$ cat config.mk
export PLATFORM = sky130hd
export DESIGN_NAME = game_tick_ctrl
export DESIGN_NICKNAME = d
export VERILOG_FILES = /design/src/rtl/game_tick_pkg.sv /design/src/rtl/tick_channel.sv /design/src/rtl/game_tick_ctrl.sv
export SDC_FILE = /design/constraint.sdc
export NUM_CORES = 1
export LEC_CHECK = 0
export CAP_MARGIN = 25
export CELL_PAD_IN_SITES_DETAIL_PLACEMENT = 1
export CELL_PAD_IN_SITES_GLOBAL_PLACEMENT = 2
export CORE_AREA = 5 5 91 93
export CTS_BUF_LIST = sky130_fd_sc_hd__clkbuf_4 sky130_fd_sc_hd__clkbuf_8 sky130_fd_sc_hd__clkbuf_16
export DETAILED_ROUTE_END_ITERATION = 10
export DIE_AREA = 0 0 96 98
export PLACE_DENSITY_LB_ADDON = 0.08
export RECOVER_POWER = 25
export SLEW_MARGIN = 20
export SYNTH_ARGS = -nofsm -noshare
export SYNTH_HDL_FRONTEND = slang
export SYNTH_SLANG_ARGS = --single-unit
$ cat constraint.sdc
create_clock -name i_CLK -period 2.8 [get_ports i_CLK]
set_input_delay 0.7 -clock i_CLK [delete_from_list [all_inputs] [get_ports i_CLK]]
set_output_delay 0.7 -clock i_CLK [all_outputs]
set_load 0.1 [all_outputs]
$ cat src/rtl/game_tick_pkg.sv
// Shared types and helpers for the Pong game timebase scheduler.
// Optional hit-driven speed-up is enabled by defining GAME_TICK_SPEEDUP_EN.
package game_tick_pkg;

  localparam int unsigned STATE_W  = 2;
  localparam int unsigned PERIOD_W = 8;

  typedef enum logic [STATE_W-1:0] {
    StIdle  = 2'd0,
    StServe = 2'd1,
    StPlay  = 2'd2,
    StPause = 2'd3
  } game_state_e;

  // Counter width for a modulus, never narrower than one bit.
  function automatic int unsigned presc_width(input int unsigned div);
    return (div < 2) ? 1 : $clog2(div);
  endfunction

endpackage

$ cat src/rtl/tick_channel.sv
// One strobe channel: counts base ticks and emits a registered one-cycle strobe
// every `period` base ticks while run is high.
module tick_channel
  import game_tick_pkg::*;
(
  input  logic                i_CLK,
  input  logic                i_RST,
  input  logic                clear,
  input  logic                run,
  input  logic                base_tick,
  input  logic [PERIOD_W-1:0] period,
  output logic                strobe
);

  logic [PERIOD_W-1:0] cnt_q;

  // >= rather than == so a period shrinking under the count fires on the next tick.
  always_ff @(posedge i_CLK or posedge i_RST) begin
    if (i_RST) begin
      cnt_q  <= '0;
      strobe <= 1'b0;
    end else if (clear) begin
      cnt_q  <= '0;
      strobe <= 1'b0;
    end else if (run && base_tick) begin
      if (cnt_q >= period - PERIOD_W'(1)) begin
        cnt_q  <= '0;
        strobe <= 1'b1;
      end else begin
        cnt_q  <= cnt_q + PERIOD_W'(1);
        strobe <= 1'b0;
      end
    end else begin
      strobe <= 1'b0;
    end
  end

endmodule

$ cat src/rtl/game_tick_ctrl.sv
// Pong timebase: shared prescaler, game-phase FSM and ball/paddle strobe channels.
// Define GAME_TICK_SPEEDUP_EN to let paddle hits shorten the ball period.
module game_tick_ctrl
  import game_tick_pkg::*;
#(
  parameter int unsigned BASE_DIV         = 25000,
  parameter int unsigned BALL_PERIOD_INIT = 10,
  parameter int unsigned BALL_PERIOD_MIN  = 3,
  parameter int unsigned PADDLE_PERIOD    = 5,
  parameter int unsigned SERVE_TICKS      = 1000,
  parameter int unsigned HITS_PER_SPEEDUP = 4
) (
  input  logic                i_CLK,
  input  logic                i_RST,
  input  logic                i_START,
  input  logic                i_PAUSE,
  input  logic                i_HIT,
  input  logic                i_SCORE,
  output logic                o_BALL_TICK,
  output logic                o_PADDLE_TICK,
  output logic [STATE_W-1:0]  o_STATE,
  output logic [PERIOD_W-1:0] o_BALL_PERIOD
);

  localparam int unsigned PRESC_W = presc_width(BASE_DIV);
  localparam int unsigned SERVE_W = presc_width(SERVE_TICKS);
  localparam logic [PRESC_W-1:0]  PRESC_LAST = PRESC_W'(BASE_DIV - 1);
  localparam logic [SERVE_W-1:0]  SERVE_LAST = SERVE_W'(SERVE_TICKS - 1);
  localparam logic [PERIOD_W-1:0] BALL_INIT  = PERIOD_W'(BALL_PERIOD_INIT);
  localparam logic [PERIOD_W-1:0] PADDLE_P   = PERIOD_W'(PADDLE_PERIOD);

  game_state_e         state_q, ret_q;
  logic [PRESC_W-1:0]  presc_q;
  logic [SERVE_W-1:0]  serve_q;
  logic                running, ball_run, base_tick;
  logic                score_act, pause_act, start_act, go_serve, serve_done, chan_clear;
  logic [PERIOD_W-1:0] ball_period;

  assign running    = (state_q == StServe) || (state_q == StPlay);
  assign ball_run   = (state_q == StPlay);
  assign base_tick  = running && (presc_q == PRESC_LAST);
  assign score_act  = i_SCORE && (state_q != StIdle);
  assign pause_act  = i_PAUSE && !i_SCORE && (state_q != StIdle);
  assign start_act  = i_START && !i_SCORE && !i_PAUSE && (state_q == StIdle);
  assign go_serve   = score_act || start_act;
  assign serve_done = (state_q == StServe) && base_tick && (serve_q == SERVE_LAST);
  assign chan_clear = (state_q == StIdle) || go_serve;

  always_ff @(posedge i_CLK or posedge i_RST) begin
    if (i_RST) begin
      state_q <= StIdle;
      ret_q   <= StServe;
      presc_q <= '0;
      serve_q <= '0;
    end else begin
      // Prescaler holds in PAUSE so the interrupted interval resumes intact.
      if (state_q == StIdle || base_tick) begin
        presc_q <= '0;
      end else if (running) begin
        presc_q <= presc_q + PRESC_W'(1);
      end

      if (base_tick && (state_q == StServe) && !serve_done) begin
        serve_q <= serve_q + SERVE_W'(1);
      end

      if (go_serve) begin
        state_q <= StServe;
        presc_q <= '0;
        serve_q <= '0;
      end else if (pause_act) begin
        if (state_q == StPause) begin
          state_q <= ret_q;
        end else begin
          // A pause landing on the final serve tick must still resume into PLAY.
          ret_q   <= serve_done ? StPlay : state_q;
          state_q <= StPause;
        end
      end else if (serve_done) begin
        state_q <= StPlay;
      end
    end
  end

`ifdef GAME_TICK_SPEEDUP_EN
  localparam int unsigned HIT_W = presc_width(HITS_PER_SPEEDUP);
  localparam logic [HIT_W-1:0]    HIT_LAST = HIT_W'(HITS_PER_SPEEDUP - 1);
  localparam logic [PERIOD_W-1:0] BALL_MIN = PERIOD_W'(BALL_PERIOD_MIN);

  logic [HIT_W-1:0]    hit_q;
  logic [PERIOD_W-1:0] period_q;
  logic                hit_act;

  assign hit_act = i_HIT && !i_SCORE && !i_PAUSE && !i_START && (state_q == StPlay);

  always_ff @(posedge i_CLK or posedge i_RST) begin
    if (i_RST) begin
      hit_q    <= '0;
      period_q <= BALL_INIT;
    end else if (score_act) begin
      hit_q    <= '0;
      period_q <= BALL_INIT;
    end else if (hit_act) begin
      if (hit_q == HIT_LAST) begin
        hit_q    <= '0;
        period_q <= (period_q > BALL_MIN) ? period_q - PERIOD_W'(1) : BALL_MIN;
      end else begin
        hit_q <= hit_q + HIT_W'(1);
      end
    end
  end

  assign ball_period = period_q;
`else
  localparam int unsigned unused_cfg = BALL_PERIOD_MIN + HITS_PER_SPEEDUP;
  logic unused_hit;
  assign unused_hit  = i_HIT;
  assign ball_period = BALL_INIT;
`endif

  tick_channel u_ball (
    .i_CLK     (i_CLK),
    .i_RST     (i_RST),
    .clear     (chan_clear),
    .run       (ball_run),
    .base_tick (base_tick),
    .period    (ball_period),
    .strobe    (o_BALL_TICK)
  );

  tick_channel u_paddle (
    .i_CLK     (i_CLK),
    .i_RST     (i_RST),
    .clear     (chan_clear),
    .run       (running),
    .base_tick (base_tick),
    .period    (PADDLE_P),
    .strobe    (o_PADDLE_TICK)
  );

  assign o_STATE       = state_q;
  assign o_BALL_PERIOD = ball_period;

endmodule

Yosys cells after proc, flatten, opt, wreduce, memory -nomap -nowiden
Cells that the tools add are included.

Bits in registers: 47.

Reductions and logical operators: 26. Mux-type cells: 21. Equal/unequal tests: 5. Bitwise operators: 2. Order comparisons: 2. Add/sub/neg operators: 4.

Operators by type and width (count): $mux 8 (6); $mux 15 (3); $mux 10 (2); $add 8x1->8 const B (2); $add 15x1->15 const B (1); $eq 15x15->1 const B (1); $logic_and 1x1->1 (12); $add 10x1->10 const B (1); $eq 10x10->1 const B (1); $ge 8x3->1 const B (1); $ge 8x4->1 const B (1); $mux 2 (4); $reduce_bool 2->1 (4); $mux 1 (6); $eq 2x2->1 const B (2); $logic_or 1x1->1 (4); $logic_not 1->1 (3); $reduce_and 3->1 (1); $reduce_bool 3->1 (1); $eq 2x1->1 const B (1); $logic_not 2->1 (1); $not 1->1 (2).

Longest topological paths before layout
Gate-level depths: netlist of run 1.

Depth after elaboration: 9. Mapped depth: 9. Depth with buffers taken out: 6.

By module
Synthesis of run 1 repeated with hierarchy kept, for this count alone.

Cells, all modules: 383. Area, all modules: 3646.0 µm².

By module, submodules not included: tick_channel (area each 938.4 µm², instances 2, cells an instance 100); game_tick_ctrl (area each 1769.2 µm², instances 1, cells an instance 183).

Worst setup path before layout of run 1
No wires, ideal clock.

Kind: reg2reg. From: register state_q[1] (netlist: o_STATE[1]). To: register serve_q[3]. Required time: 2.675 ns. Setup time: 0.125 ns. Clock period less this slack: 3.144 ns. Stages on the path, launching flop included: 9. Data arrival time: 3.020 ns. Slack: -0.344 ns. Cells stage by stage: dfrtp_1 inv_1 ha_1 clkbuf_1 nand4b_1 or4_1 clkbuf_2 nor3_1 mux2_2.

Longest elaborated chain between the ends: 8. Elaborated cells on any way between the ends: 15. Those cells by class: 2 x eq/ne; 1 x mux; 12 x reduce/logical.

Ends and longest elaborated chain: from (decl) (RTL line game_tick_ctrl.sv:32) `game_state_e state_q, ret_q;`; from (signal assigned) (RTL line game_tick_ctrl.sv:51) `state_q <= StIdle;`; from (signal assigned) (RTL line game_tick_ctrl.sv:68) `state_q <= StServe;`; from (signal assigned) (RTL line game_tick_ctrl.sv:73) `state_q <= ret_q;`; $eq 2x1->1 or $eq 2x2->1 (tied branches) (RTL line game_tick_ctrl.sv:39, game_tick_ctrl.sv:46, game_tick_ctrl.sv:63); $logic_or 1x1->1 (RTL line game_tick_ctrl.sv:39) `assign running = (state_q == StServe) || (state_q == StPlay);`; $logic_and 1x1->1 (RTL line game_tick_ctrl.sv:41) `assign base_tick = running && (presc_q == PRESC_LAST);`; $logic_and 1x1->1 (RTL line game_tick_ctrl.sv:46, game_tick_ctrl.sv:63); $logic_and 1x1->1 (RTL line game_tick_ctrl.sv:46) `assign serve_done = (state_q == StServe) && base_tick && (serve_q == SERVE_LAST);`; $logic_not 1->1 (RTL line game_tick_ctrl.sv:63) `if (base_tick && (state_q == StServe) && !serve_done) begin`; $logic_and 1x1->1 (RTL line game_tick_ctrl.sv:63); $reduce_bool 2->1 (no line); to (signal assigned) (RTL line game_tick_ctrl.sv:64) `serve_q <= serve_q + SERVE_W'(1);`; to (decl) (RTL line game_tick_ctrl.sv:34) `logic [SERVE_W-1:0] serve_q;`.

Parallel ways exist; a longest one is shown, timed or not. A chain may end at the register's enable or synchronous reset.

Worst setup path in the final report of run 1
From: register presc_q[10]. To: register serve_q[2].

Longest elaborated chain between the ends: 7.

Ends and longest elaborated chain: from (decl) (RTL line game_tick_ctrl.sv:33) `logic [PRESC_W-1:0] presc_q;`; from (signal assigned) (RTL line game_tick_ctrl.sv:60) `presc_q <= presc_q + PRESC_W'(1);`; $eq 15x15->1 (*) (RTL line game_tick_ctrl.sv:41); $logic_and 1x1->1 (*) (RTL line game_tick_ctrl.sv:41); $logic_and 1x1->1 (*) (RTL line game_tick_ctrl.sv:46, game_tick_ctrl.sv:63); $logic_and 1x1->1 (RTL line game_tick_ctrl.sv:46); $logic_not 1->1 (RTL line game_tick_ctrl.sv:63); $logic_and 1x1->1 (*) (RTL line game_tick_ctrl.sv:63); $reduce_bool 2->1 (no line) (*).

Mark *: on every way between the ends. The rest lies on a longest branch, timed or not.

==> results.ini, run 1 <==
[outcome]
status = finished, final reports clean

[place]
dp_slack_ps = 334
gp_congestion = 0.715
io_buffers = 8
dp_hpwl_mm = 4.37

[clocking]
postCtsHoldBufs = 0
cts_sinks = 47
cts_buffer_depth = 2
clk_pin_slew_ps = 90
htreeDepth = 2
cts_tree = yes
cts_setup_buffers = 0
cts_buffers = 5
clk-insertion-delay-late_ps = 300
cts_root_buf = clkbuf_8
post_cts_resized = 0

[worst_setup_path]
start_kind = flip-flop
slowest_delay_ps = 710
cp_max_fo = 9
crit_slowest_cell = or4_1
crit_arrival_ps = 2660
crit_type = reg2reg
critPathTopFamily = simple AND/OR/NAND/NOR gates
crit_buf_inv = 0
cp-end-kind = flip-flop
worstPathRequired_ps = 2990
critical_path.cell_chain = or4b_1 -> or4_1 -> nor3b_1 -> mux2_2

[timing]
fmax_mhz = 404
period_needed_ps = 2470
tns_ps = 0
worst_pin_slew_ps = 772
timing.hold.ws_ps = 491
fin_crit_sh_pct = 88.3
slew_viol_final = 0
slew_headroom_pct = 48.5
hold_viol = 0
fin_ws_ps = 327
skew_ps = 5.96
grt_setup_unrepaired = no
setup_violations = 0

[yosys]
netlist.top_cell.by_area = dfrtp_1
postSynthCellCount = 278
synthTopCellsByArea = dfrtp_1 44%, ha_1 5.2%, a21oi_1 3.8%
synthFlopType = dfrtp_1
synthArstFlopShare_pct = 100
synth_edf_count = 0
synth_top_area_share_pct = 43.8
ys_ff_latch = 47
yosysSeqAreaShare_pct = 44.8
syn-cell-area_um2 = 2630
synth_cell_type_count = 51
yosys_warnings = 0
avgSynthCellArea_um2 = 9.45

[floorplan]
num_rows = 32
core-area_um2 = 7450
ioPinCount = 18
die_area_um2 = 9410
die_w_um = 96
start_util_pct = 35.3
die_h_um = 98

[final_layout]
areaGrowthSynthToFinish_pct = 9.86
antennaDiodeCount = 0
nFillCells = 887
drive_gt1_share_pct = 12.1
regArea_um2 = 1180
multi_input_area_um2 = 1300
final_util_pct = 38.8
layout.nets = 305

[power]
p_int_mw = 0.928
swShare_pct = 30.8
ir_worst_vdd_v = 0.000218
clock_power_share_pct = 30.6
power_frac_seq_pct = 53.7
p_leak_nw = 1.26
powerDensity_nw_per_um2 = 465
switchingPower_mw = 0.414
pwr-share-comb_pct = 15.7

[drt]
viasPerCell = 5.29
wirelength_mm = 5.97
first_pass_iters = 4
first_iter_violations = 61
ant_nets = 0
drcViolationCount = 0
via_count = 2069
wl_per_cell_um = 15.3

[grt]
grt_pass1_wl_mm = 10.2
grt_max_degree = 31
antenna_found_initial = 0
grt_pass1_vias = 2062
overflow = 0
grt_usage_pct = 13.6

[run]
maxCapViolCount = 0

[min_path]
hp-class = reg2reg

==> power by group through the flow <==
stage          Sequential, mW  Combinational [mW]  Clock (mW)
2_1_floorplan           0.753               0.148           0
3_3_place_gp            0.734               0.217           0
3_5_place_dp            0.734               0.217           0
4_1_cts                 0.721               0.217       0.440
5_1_grt                 0.724               0.231       0.468
6_report                0.721               0.210       0.411
==> sequential cells by signal, indices dropped and copies added, names as in the netlist <==
name	flops
serve_q	10
u_paddle.cnt_q	8
u_paddle.strobe	1
presc_q	15
u_ball.strobe	1
ret_q	2
u_ball.cnt_q	8
o_STATE	2
==> placed cells by master (no fill, tap or decap), types with 3 or more instances in the layout <==
| cell | n |
|---|---|
| o21a_1 | 7 |
| and3_1 | 8 |
| buf_4 | 13 |
| o31ai_1 | 4 |
| dfrtp_1 | 44 |
| nor3_1 | 7 |
| a21oi_1 | 20 |
| o21ai_0 | 11 |
| or3_1 | 6 |
| nand3_1 | 14 |
| clkbuf_8 | 5 |
| clkdlybuf4s50_1 | 3 |
| xor2_1 | 9 |
| and2_1 | 5 |
| or4_1 | 6 |
| inv_1 | 12 |
| nand2_1 | 17 |
| ha_1 | 11 |
| nand4_1 | 14 |
| conb_1 | 8 |
| and4_1 | 3 |
| nor2_1 | 21 |
==> worst paths after layout <==
kind,from,to,slack [ps],cells past startpoint
worst max-delay path,presc_q[10]$_DFFE_PP0P_,serve_q[2]$_DFFE_PP0P_,330,4
worst min-delay path,u_paddle.cnt_q[6]$_DFFE_PP0P_,u_paddle.cnt_q[6]$_DFFE_PP0P_,490,1
worst max register to register,presc_q[10]$_DFFE_PP0P_,serve_q[2]$_DFFE_PP0P_,330,4
worst min register to register,u_paddle.cnt_q[6]$_DFFE_PP0P_,u_paddle.cnt_q[6]$_DFFE_PP0P_,490,1
max in group asynchronous,i_RST,o_STATE[1]$_DFF_PP0_,560,3
min in group asynchronous,i_RST,u_ball.cnt_q[0]$_DFFE_PP0P_,950,2
==> kinds of logic after synthesis <==
logic type	synth area share (%)
flip-flops	44.8
other	0.286
AO/OA/AOI/OAI	12.9
buffers and inverters	6.57
multiplexers	1.24
adder cells (fa/ha/maj)	5.24
AND/OR/NAND/NOR	26.0
XOR/XNOR	3.00
==> layout make-up <==
class	count	area share, %
clock buffer	5	2.38
clock inverter	3	0.694
inverter	12	1.56
multi-input combinational	204	45.0
sequential	47	41.0
tap	102	4.42
timing repair buffer	18	4.94
==> through the flow <==
| stage | cell area, um^2 | std cells | power [mW] |
|---|---|---|---|
| finish | 2890 | 391 | 1.34 |
| global route | 2890 | 391 | 1.42 |
| CTS | 2900 | 391 | 1.38 |
| detailed placement | 2810 | 383 | 0.951 |
| global placement | 2810 | 383 | 0.951 |
| floorplan | 2660 | 284 | 0.901 |
==> cell usage after synthesis, drive strengths merged, types with 2 or more instances <==
master and instances:
nand2 17, and2 5, a21oi 20, buf 13, or4 7, mux2 2, xor2 9, nand4 14
nor2 21, and3 8, conb 2, inv 12, nor3 7, or3 6, nand3 14, nor3b 2
o21ai 11, ha 11, or4b 2, o31ai 4, or3b 3, dfrtp 46, o21a 7, nand4b 2
clkbuf 8, and4 3, nor4 2, a31oi 2, or2 2, a32oi 2
==> per-layer routing <==
| metal | track usage (%) | wire [um] | up-vias | share of wire, % |
|---|---|---|---|---|
| met5 | 0 | 0 | - | 0 |
| li1 | - | - | 1000 | - |
| met2 | 21.3 | 2800 | 15 | 47 |
| met4 | 3.28 | 66 | 0 | 1.1 |
| met1 | 19.0 | 2950 | 1047 | 49 |
| met3 | 3.00 | 149 | 7 | 2.5 |
Power figures use the tool's default switching activity.
==> inputs of run 2 (changes only) <==
Settings changed: CORE_AREA 5 5 91 93 to 2 2 94 96.
==> results.ini, run 2 (synthesized netlist as in run 1, its figures left out) <==
[outcome]
status = finished, final reports clean

[clocking]
cts_buffer_depth = 2  ; unchanged
postCtsHoldBufs = 0  ; unchanged
cts_setup_buffers = 0  ; unchanged
cts_root_buf = clkbuf_8
cts_sinks = 47  ; unchanged
htreeDepth = 2  ; unchanged
clk-insertion-delay-late_ps = 300  ; about the same
cts_buffers = 5  ; unchanged
cts_tree = yes
post_cts_resized = 0  ; unchanged
clk_pin_slew_ps = 100  ; about the same

[final_layout]
drive_gt1_share_pct = 13.0  ; +0.90 points
layout_common_cells = 44 x dfrtp_1, 21 x nor2_1, 20 x a21oi_1, 17 x nand2_1, 16 x buf_4
layout_commonest_cell = dfrtp_1
areaGrowthSynthToFinish_pct = 12.7
finalInstanceArea_um2 = 2960  ; +2.6%
top_register = presc_q
layout.nets = 308  ; +0.98%
largest_reg_flops = 15  ; unchanged
top_regs = presc_q: 15 flops, serve_q: 10 flops
antennaDiodeCount = 0  ; unchanged

[worst_setup_path]
crit_arrival_ps = 2660  ; about the same
worstPathRequired_ps = 3000  ; about the same
critical_path.cell_chain = inv_1 -> ha_1 -> nand4b_1 -> or4_1 -> nor3_1 -> mux2_2
start_kind = flip-flop
crit_type = reg2reg
startpoint = o_STATE[1]$_DFF_PP0_
cp-end-kind = flip-flop
slowest_delay_ps = 700  ; about the same
crit_slowest_cell = or4_1
r2r-start = o_STATE[1]$_DFF_PP0_
cp_max_fo = 9  ; unchanged

[timing]
fin_crit_sh_pct = 87.8  ; -0.52 points
hold_viol = 0  ; unchanged
fmax_mhz = 407  ; +0.59%
period_needed_ps = 2460  ; -14.4 ps
grt_setup_unrepaired = no
setup_violations = 0  ; unchanged
slew_viol_final = 0  ; unchanged
skew_ps = 11.9  ; +5.92 ps
worst_pin_slew_ps = 791  ; +19.3 ps
slew_headroom_pct = 47.2  ; -1.3 points
tns_ps = 0  ; unchanged

[power]
ir_worst_vdd_v = 0.000195  ; -11%
powerDensity_nw_per_um2 = 495  ; +6.5%
p_leak_nw = 1.30  ; +3.2%
power_mw = 1.47  ; +9.3%

[grt]
overflow = 0  ; unchanged
grt_max_degree = 23  ; -26%
grt_pass1_vias = 2161  ; +4.8%
antenna_found_initial = 0  ; unchanged
grt_usage_pct = 14.3  ; +0.72 points
grt_pass1_wl_mm = 10.7  ; +5.8%

[floorplan]
core-area_um2 = 8470  ; +14%
ioPinCount = 18  ; unchanged
die_h_um = 98  ; unchanged
start_util_pct = 31.0  ; -4.2 points
die_w_um = 96  ; unchanged
die_area_um2 = 9410  ; unchanged
num_rows = 34  ; +6.3%

[drt]
viasPerCell = 5.10  ; -3.6%
drcViolationCount = 0  ; unchanged
first_pass_iters = 4  ; unchanged
wl_per_cell_um = 15.1  ; -1.5%
ant_nets = 0  ; unchanged
wirelength_mm = 6.02  ; +0.80%
via_count = 2041  ; -1.4%
first_iter_violations = 58  ; -4.9%

[place]
gp_congestion = 0.728  ; +1.8%
dp_hpwl_mm = 4.42  ; +0.97%
place_area_um2 = 2840  ; +1.1%
io_buffers = 8  ; unchanged

[run]
maxCapViolCount = 0  ; unchanged

[min_path]
hp-class = reg2reg
hold_start = u_paddle.cnt_q[6]$_DFFE_PP0P_

-- run 2: cell count changes in the layout (fill, tap and decap cells not counted), sizes merged --
cell,delta
bufinv,+1
clkinvlp,-2
buf,+4
-- run 2: path summary, 6_finish.rpt --
kind                                            endpoint  cells after the start  slack [ps]
min                        u_paddle.cnt_q[6]$_DFFE_PP0P_                      1         500
max                               serve_q[3]$_DFFE_PP0P_                      6         340
max reg2reg                       serve_q[3]$_DFFE_PP0P_                      6         340
min reg2reg                u_paddle.cnt_q[6]$_DFFE_PP0P_                      1         500
max in group asynchronous           ret_q[0]$_DFFE_PP1P_                      3        1110
min in group asynchronous         serve_q[9]$_DFFE_PP0P_                      2         980
-- run 2: per-layer routing --
layer | up-vias | GRT usage [%] | share of wire, %
li1 | 1013 | - | -
met1 | 1004 | 20.6 | 49
met2 | 20 | 22.2 | 47
met3 | 4 | 2.70 | 3.0
met4 | 0 | 3.30 | 0.91
met5 | - | 0 | 0
-- run 2: per-stage QoR --
stage               cells  hold WS, ps  utilization [%]  setup slack, ps
floorplan             284          455                -             8.52
global placement      392          481             33.6              330
detailed placement    392          480             33.6              326
CTS                   400          503             35.0              313
global route          400          533             35.0              180
finish                400          498             35.0              341
-- run 2: cell type report --
type | count | area [um^2]
Fill cell | 998 | 5510
Multi-Input combinational cell | 204 | 1300
Sequential cell | 47 | 1180
Timing Repair Buffer | 21 | 180
Tap cell | 108 | 135
Clock buffer | 6 | 82.6
Inverter | 12 | 45.0
Clock inverter | 2 | 35.0
-- run 2: worst max-delay path: cells and delay by family, from the launching register on --
kind	cells	cell delay, ps
multiplexers	1	350
adder cells (fa/ha/maj)	1	310
AND/OR/NAND/NOR	3	1170
buffers and inverters	1	90
flip-flops	1	440
-- run 2: where the power goes --
group          internal [mW]  switching (mW)  total (mW)
registers              0.702          0.0189       0.721
clock network          0.289           0.238       0.528
logic                 0.0578           0.160       0.218
total                   1.05           0.417        1.47
==> inputs of run 3 (changes only) <==
Settings changed: CORE_AREA 2 2 94 96 to 2 2 88 90, DIE_AREA 0 0 96 98 to 0 0 90 92.
==> results.ini, run 3 (synthesized netlist as in run 1, its figures left out) <==
[worst_setup_path]
cp-end-kind = flip-flop
r2r_end = serve_q[3]$_DFFE_PP0P_
reg2reg_slack_ps = 320  ; -20 ps
crit_type = reg2reg
crit_buf_inv = 0  ; -1
rr_worst_depth = 4  ; -2
crit_arrival_ps = 2680  ; +20 ps
critPathTopFamily = simple AND/OR/NAND/NOR gates
worstPathRequired_ps = 3000  ; about the same
slowest_delay_ps = 690  ; about the same
crit_slowest_cell = or4_1
r2r-start = presc_q[10]$_DFFE_PP0P_
cp_max_fo = 9  ; unchanged
start_kind = flip-flop
critical_path.cell_chain = or4b_1 -> or4_1 -> nor3_1 -> mux2_2

[clocking]
post_cts_resized = 0  ; unchanged
cts_buffer_depth = 2  ; unchanged
cts_root_buf = clkbuf_8
htreeDepth = 2  ; unchanged
cts_setup_buffers = 0  ; unchanged
postCtsHoldBufs = 0  ; unchanged
clk-insertion-delay-late_ps = 310  ; about the same
cts_tree = yes
cts_sinks = 47  ; unchanged
clk_pin_slew_ps = 90  ; about the same
cts_buffers = 5  ; unchanged

[floorplan]
die_w_um = 90  ; -6.3%
die_area_um2 = 8280  ; -12%
num_rows = 32  ; -5.9%
core-area_um2 = 7450  ; -12%
start_util_pct = 35.3  ; +4.2 points
die_h_um = 92  ; -6.1%
ioPinCount = 18  ; unchanged

[power]
power_mw = 1.54  ; +5.2%
powerDensity_nw_per_um2 = 524  ; +5.8%
ir_worst_vdd_v = 0.000202  ; +3.6%
p_leak_nw = 1.29  ; -0.61%

[place]
dp_hpwl_mm = 4.32  ; -2.3%
dp_slack_ps = 310  ; -15.6 ps
dp_cells = 384  ; -2.0%
io_buffers = 8  ; unchanged
gp_congestion = 0.726  ; -0.34%

[grt]
overflow = 0  ; unchanged
grt_usage_pct = 15.5  ; +1.1 points
antenna_found_initial = 0  ; unchanged
grt_pass1_wl_mm = 10.3  ; -4.6%
grt_pass1_vias = 2057  ; -4.8%
grt_max_degree = 28  ; +22%

[timing]
hold_viol = 0  ; unchanged
tns_ps = 0  ; unchanged
grt_setup_unrepaired = no
fmax_mhz = 404  ; -0.71%
worst_pin_slew_ps = 815  ; +23.9 ps
slew_headroom_pct = 45.6  ; -1.6 points
period_needed_ps = 2480  ; +17.6 ps
timing.hold.ws_ps = 494  ; -4.26 ps
fin_crit_sh_pct = 88.4  ; +0.63 points
skew_ps = 3.79  ; -8.09 ps
slew_viol_final = 0  ; unchanged
fin_ws_ps = 324  ; -17.6 ps
setup_violations = 0  ; unchanged

[min_path]
hp-class = reg2reg
hold_start = u_ball.cnt_q[6]$_DFFE_PP0P_
min_to = u_ball.cnt_q[6]$_DFFE_PP0P_
min_path_cells = 1  ; unchanged

[final_layout]
layout_common_cells = 44 x dfrtp_1, 21 x nor2_1, 20 x a21oi_1, 17 x nand2_1
largest_reg_flops = 15  ; unchanged
top_regs = presc_q: 15 flops, serve_q: 10 flops
nFillCells = 892  ; -11%
drive_gt1_share_pct = 12.4  ; -0.60 points
antennaDiodeCount = 0  ; unchanged
layout.nets = 306  ; -0.65%
fin_cells = 392  ; -2.0%
layout_commonest_cell = dfrtp_1
areaGrowthSynthToFinish_pct = 12.0
top_register = presc_q

[drt]
viasPerCell = 5.18  ; +1.5%
wl_per_cell_um = 15.2  ; +1.1%
via_count = 2030  ; -0.54%
first_iter_violations = 67  ; +16%
wirelength_mm = 5.96  ; -0.96%
first_pass_iters = 4  ; unchanged
drcViolationCount = 0  ; unchanged
ant_nets = 0  ; unchanged

[outcome]
status = finished, final reports clean

[run]
maxCapViolCount = 0  ; unchanged

run 3: metrics by stage:
step                utilization [%]  cell area [um^2]
floorplan                         -              2660
global placement               37.9              2820
detailed placement             37.9              2820
CTS                            39.7              2960
global route                   39.5              2940
finish                         39.5              2940
run 3: area by class of cell:
| class | instances | area [um^2] | share of cell area, % |
|---|---|---|---|
| clock inverter | 2 | 60.1 | 2.04 |
| inverter | 12 | 45.0 | 1.53 |
| multi-input combinational | 204 | 1300 | 44.2 |
| timing repair buffer | 19 | 150 | 5.10 |
| sequential | 47 | 1180 | 40.2 |
| clock buffer | 6 | 76.3 | 2.59 |
| tap | 102 | 128 | 4.34 |
run 3: where the power goes:
group | internal [mW] | total, mW | switching, mW
combinational | 0.0511 | 0.207 | 0.156
clock | 0.367 | 0.614 | 0.247
sequential | 0.702 | 0.721 | 0.0186
run 3: worst max path at each step:
| stage | startpoint | to | slack, ps | cells after the start |
|---|---|---|---|---|
| after floorplan | o_STATE[0]$_DFF_PP0_ | serve_q[3]$_DFFE_PP0P_ | 9 | 8 |
| after global placement | presc_q[10]$_DFFE_PP0P_ | serve_q[3]$_DFFE_PP0P_ | 310 | 4 |
| after detailed placement | presc_q[10]$_DFFE_PP0P_ | serve_q[3]$_DFFE_PP0P_ | 310 | 4 |
| after CTS | presc_q[10]$_DFFE_PP0P_ | serve_q[3]$_DFFE_PP0P_ | 300 | 4 |
| after global routing | presc_q[10]$_DFFE_PP0P_ | serve_q[3]$_DFFE_PP0P_ | 200 | 4 |
| final | presc_q[10]$_DFFE_PP0P_ | serve_q[3]$_DFFE_PP0P_ | 320 | 4 |
run 3: worst register-to-register path, delay by kind of cell (launching register included):
family,cells,cell delay (ps)
multiplexers,1,360
AND/OR/NAND/NOR,3,1600
flip-flops,1,410
run 3: layer usage:
metal	vias to the layer above	wire length (um)	track usage [%]
met3	6	115	3.04
met4	0	86	5.00
met2	13	2710	25.1
li1	1006	-	-
met5	-	0	0
met1	1005	3050	20.9
==> variant 1 (config.mk and constraints of run 2) <==
The parameter `BASE_DIV` goes from 25000 to 100000.
--- a/src/rtl/game_tick_ctrl.sv
+++ b/src/rtl/game_tick_ctrl.sv
@@ -3,7 +3,7 @@
 module game_tick_ctrl
   import game_tick_pkg::*;
 #(
-  parameter int unsigned BASE_DIV         = 25000,
+  parameter int unsigned BASE_DIV         = 100000,
   parameter int unsigned BALL_PERIOD_INIT = 10,
   parameter int unsigned BALL_PERIOD_MIN  = 3,
   parameter int unsigned PADDLE_PERIOD    = 5,
Check against the original RTL: no difference found for any inputs over 10 cycles, from zero or initial values and one cycle with i_RST high; that may be too few to reach the edited logic, so the function may still have changed.
==> variant 1 against run 2 <==
Power increased by 5.2%; routed wire length increased by 16%; design area increased by 4.5%; core utilization increased by 1.6 points; setup slack improved by 51 ps; synthesized area increased by 4.8%; sequential cell count increased by 2; count of clock-buffer cells in the layout unchanged; non-clock buffer count unchanged; global-route usage increased by 1.9 points; via count increased by 9.0%; synthesized cell count increased by 6.1%; sequential share of layout area decreased by 0.18 points.
==> variant 1: results (changes against run 2) <==
- Library cell contributing the largest single delay on the critical path: or4b_1 (was or4_1)
- Area of placed instances: 2990 sq um (was 2840 sq um)
- Min Hold Slack: 506 ps (was 498 ps)
- Slowest Stage Delay on Critical Path: 560 ps (was 700 ps)
- Pre-CTS setup slack: 138 ps (was 326 ps)
- Total Routed Length: 7.00 mm (was 6.02 mm)
- Static leakage: 1.27 nW (was 1.30 nW)
- Met3 Track Usage GR: 2.55% (was 2.70%)
- Fin Clk Skew: 13.2 ps (was 11.9 ps)
- HP Start: u_ball.cnt_q[7] (was u_paddle.cnt_q[6])
- Leading post-synthesis cells by cell area: dfrtp_1, ha_1, nand4_1 (was dfrtp_1, ha_1, a21oi_1)
- Worst-case reg-to-reg path depth: 5 (was 6)
- Largest registers ranked by flip-flop count: presc_q: 17 flops, serve_q: 10 flops (was presc_q: 15 flops, serve_q: 10 flops)
- Hold-critical path endpoint: u_ball.cnt_q[7] (was u_paddle.cnt_q[6])
- DR WL met2: 3.23 mm (was 2.81 mm)
- Pin count of the biggest net entering global routing: 50 (was 23)
- Status: finished, final reports clean (unchanged)
- Post-synthesis xor/xnor area fraction: 3.18% (was 3.00%)
- Post-synth cell types: 46 (was 51)
- Global-route wire length before repair: 12.0 mm (was 10.7 mm)
- FF-to-FF Start: presc_q[12] (was o_STATE[1])
- Net Sw Frac: 29.3% (was 28.4%)
- Metal1 wirelength: 3.62 mm (was 2.98 mm)
- Global-route met2 utilization: 26.1% (was 22.2%)
- Routing usage on met1: 23.0% (was 20.6%)
- RD Place Congestion: 0.817 (was 0.728)
- Sequential element share of the synthesized area: 44.6% (was 44.8%)
- IR Drop Worst-Case VDD: 0.249 mV (was 0.195 mV)
- Critical Path Sink: serve_q[0] (was serve_q[3])
- GRT Util Overall: 16.2% (was 14.3%)
- Hold path depth: 2 (was 1)
- Min Clock Period, post-route: 2410 ps (was 2460 ps)
- Least-Margin Pin Slew: 1290 ps (was 791 ps)
- Met3 wire length: 94 um (was 178 um)
- Power drawn by the sequential cells: 0.756 mW (was 0.721 mW)
- Layout cells sized above 1: 11.9% (was 13.0%)
- Area fraction in compound gates after synthesis: 11.9% (was 12.9%)
- Cell types with the highest counts after synthesis: dfrtp_1, nand2_1, nand4_1, nor2_1, a21oi_1 (was dfrtp_1, nor2_1, a21oi_1, nand2_1)
variant 1: cell types whose count changed in the layout (fill, tap and decap cells not counted), sizes merged, moves of 3 or more:
cell / run 2 / this run
o21a: 7 / 0
nor3: 7 / 10
nor4: 2 / 8
or3: 6 / 14
mux2i: 1 / 8
nand2: 17 / 22
nand4: 14 / 20
and2: 5 / 2
nand3: 14 / 9
variant 1: through the flow:
step	instances	power, mW
final	419	1.54
after floorplan	301	0.959
after CTS	419	1.58
after global placement	411	1.02
after detailed placement	411	1.03
after global routing	419	1.63
variant 1: final cells by class:
| type | instances | area (sq um) | area share, % |
|---|---|---|---|
| flip-flops and latches | 49 | 1230 | 39.8 |
| repair buffers | 21 | 165 | 5.34 |
| clock buffers | 6 | 82.6 | 2.67 |
| well taps | 108 | 135 | 4.37 |
| inverters | 11 | 41.3 | 1.33 |
| multi-input cells | 222 | 1400 | 45.3 |
| clock inverters | 2 | 37.5 | 1.21 |
==> variant 2 (settings of run 2) <==
Without the edit above. Register the output `o_BALL_TICK`, with the module's reset; this adds one clock of latency there. The other outputs are not delayed to match.
--- a/src/rtl/game_tick_ctrl.sv
+++ b/src/rtl/game_tick_ctrl.sv
@@ -28,6 +28,8 @@
   localparam logic [SERVE_W-1:0]  SERVE_LAST = SERVE_W'(SERVE_TICKS - 1);
   localparam logic [PERIOD_W-1:0] BALL_INIT  = PERIOD_W'(BALL_PERIOD_INIT);
   localparam logic [PERIOD_W-1:0] PADDLE_P   = PERIOD_W'(PADDLE_PERIOD);
+
+  logic o_BALL_TICK_d;
 
   game_state_e         state_q, ret_q;
   logic [PRESC_W-1:0]  presc_q;
@@ -125,7 +127,7 @@
     .run       (ball_run),
     .base_tick (base_tick),
     .period    (ball_period),
-    .strobe    (o_BALL_TICK)
+    .strobe    (o_BALL_TICK_d)
   );
 
   tick_channel u_paddle (
@@ -141,5 +143,13 @@
   assign o_STATE       = state_q;
   assign o_BALL_PERIOD = ball_period;
 
+  always_ff @(posedge i_CLK or posedge i_RST) begin
+    if (i_RST) begin
+      o_BALL_TICK <= '0;
+    end else begin
+      o_BALL_TICK <= o_BALL_TICK_d;
+    end
+  end
+
 endmodule
 
Formal check against the unedited RTL: no difference found for any inputs over 10 cycles, from zero or initial values and one cycle with i_RST high; that may be too few to reach the edited logic, so the function may still have changed.
==> variant 2 against run 2 <==
Synthesized area rose by 0.95%; setup slack got worse by 24 ps; critical path type unchanged; via count rose by 1.6%; design area fell by 0.80%; final cell count did not move; routed wire length rose by 3.9%; sequential cell count rose by 1; power fell by 5.6%.
==> variant 2: results (changes against run 2) <==
- Hold path depth: 0 (was 1)
- Met3 Track Usage GR: 2.78% (was 2.70%)
- Worst r2r dst: serve_q[2] (was serve_q[3])
- Total Routed Length: 6.25 mm (was 6.02 mm)
- Most common flop cell mapped by yosys: dfrtp_1 (unchanged)
- Slew Limit Headroom: 50.2% (was 47.2%)
- Iter 0 DRT Violations: 51 (was 58)
- Cell types with the highest counts after synthesis: dfrtp_1, nor2_1, a21oi_1, nand2_1 (unchanged)
- Buffers excl. clock: 20 (was 21)
- Layout cells sized above 1: 12.3% (was 13.0%)
- Highest routed metal layer: met4 (unchanged)
- Multi-input logic portion of the cell area: 44.3% (was 43.9%)
- Fin Clk Skew: 10.8 ps (was 11.9 ps)
- RD Place Congestion: 0.693 (was 0.728)
- Status: finished, final reports clean (unchanged)
- Global-route wire length before repair: 10.8 mm (was 10.7 mm)
- Power Internal: 0.948 mW (was 1.05 mW)
- Final core occ: 34.7% (was 35.0%)
- Pin count of the biggest net entering global routing: 21 (was 23)
- Leading post-synthesis cells by cell area: dfrtp_1, ha_1, a21oi_1 (unchanged)
- Static leakage: 1.28 nW (was 1.30 nW)
- Area used by sequential logic in the layout: 1210 sq um (was 1180 sq um)
- Gate count after technology mapping: 279 (was 278)
- IR Drop Worst-Case VDD: 0.205 mV (was 0.195 mV)
- Total clock buffers created by CTS: 5 (unchanged)
- Setup slack, reg-to-reg: 320 ps (was 340 ps)
- Setup bufs post-CTS: 0 (unchanged)
- Clock-cell share: 3.15% (was 3.97%)
- Min Hold Slack: 361 ps (was 498 ps)
- Fillcell total: 977 (was 998)
- Launching element of the worst setup path: presc_q[10] (was o_STATE[1])
- Average vias per placed instance: 5.19 (was 5.10)
- Number of global-route vias before repair: 2148 (was 2161)
- Area of placed instances: 2850 sq um (was 2840 sq um)
- Routing usage on met1: 19.9% (was 20.6%)
- Worst-case reg-to-reg path depth: 4 (was 6)
- HP Start: u_ball.strobe (was u_paddle.cnt_q[6])
- Metal1 wirelength: 3.09 mm (was 2.98 mm)
- Met3 wire length: 146 um (was 178 um)
- Count of yosys warnings during synthesis: 0 (unchanged)
- Hold-critical path endpoint: o_BALL_TICK (was u_paddle.cnt_q[6])
- Global-route met2 utilization: 23.5% (was 22.2%)
- Sequential element share of the synthesized area: 45.3% (was 44.8%)
- Non-clock buffer contribution to total cell area: 5.33% (was 6.09%)
- GRT Util Overall: 14.6% (was 14.3%)
- DP Wirelength: 4.46 mm (was 4.42 mm)
- Number of multi-input logic gates: 204 (unchanged)
[variant 2: power by group through the flow]
stage | sequential (mW) | combinational (mW) | clock (mW)
6_report | 0.734 | 0.214 | 0.436
5_1_grt | 0.739 | 0.238 | 0.492
4_1_cts | 0.735 | 0.221 | 0.464
3_5_place_dp | 0.748 | 0.220 | 0
3_3_place_gp | 0.748 | 0.216 | 0
2_1_floorplan | 0.768 | 0.148 | 0
[variant 2: logic make-up (layout without fill, tap and decap cells)]
logic type	count (synthesis)	count (layout)	synth area share (%)
flops	48	48	45.3
mux	3	3	1.23
buf+inv	33	40	6.51
fa+ha+maj	11	11	5.19
other cells	2	8	0.283
simple gates	119	119	25.8
compound gates	54	54	12.7
xor+xnor	9	9	2.97
[variant 2: metrics by stage]
step	power, mW	worst slack (ps)
final	1.38	317
after global routing	1.47	146
after CTS	1.42	319
after detailed placement	0.969	334
after global placement	0.965	326
after floorplan	0.916	8.52
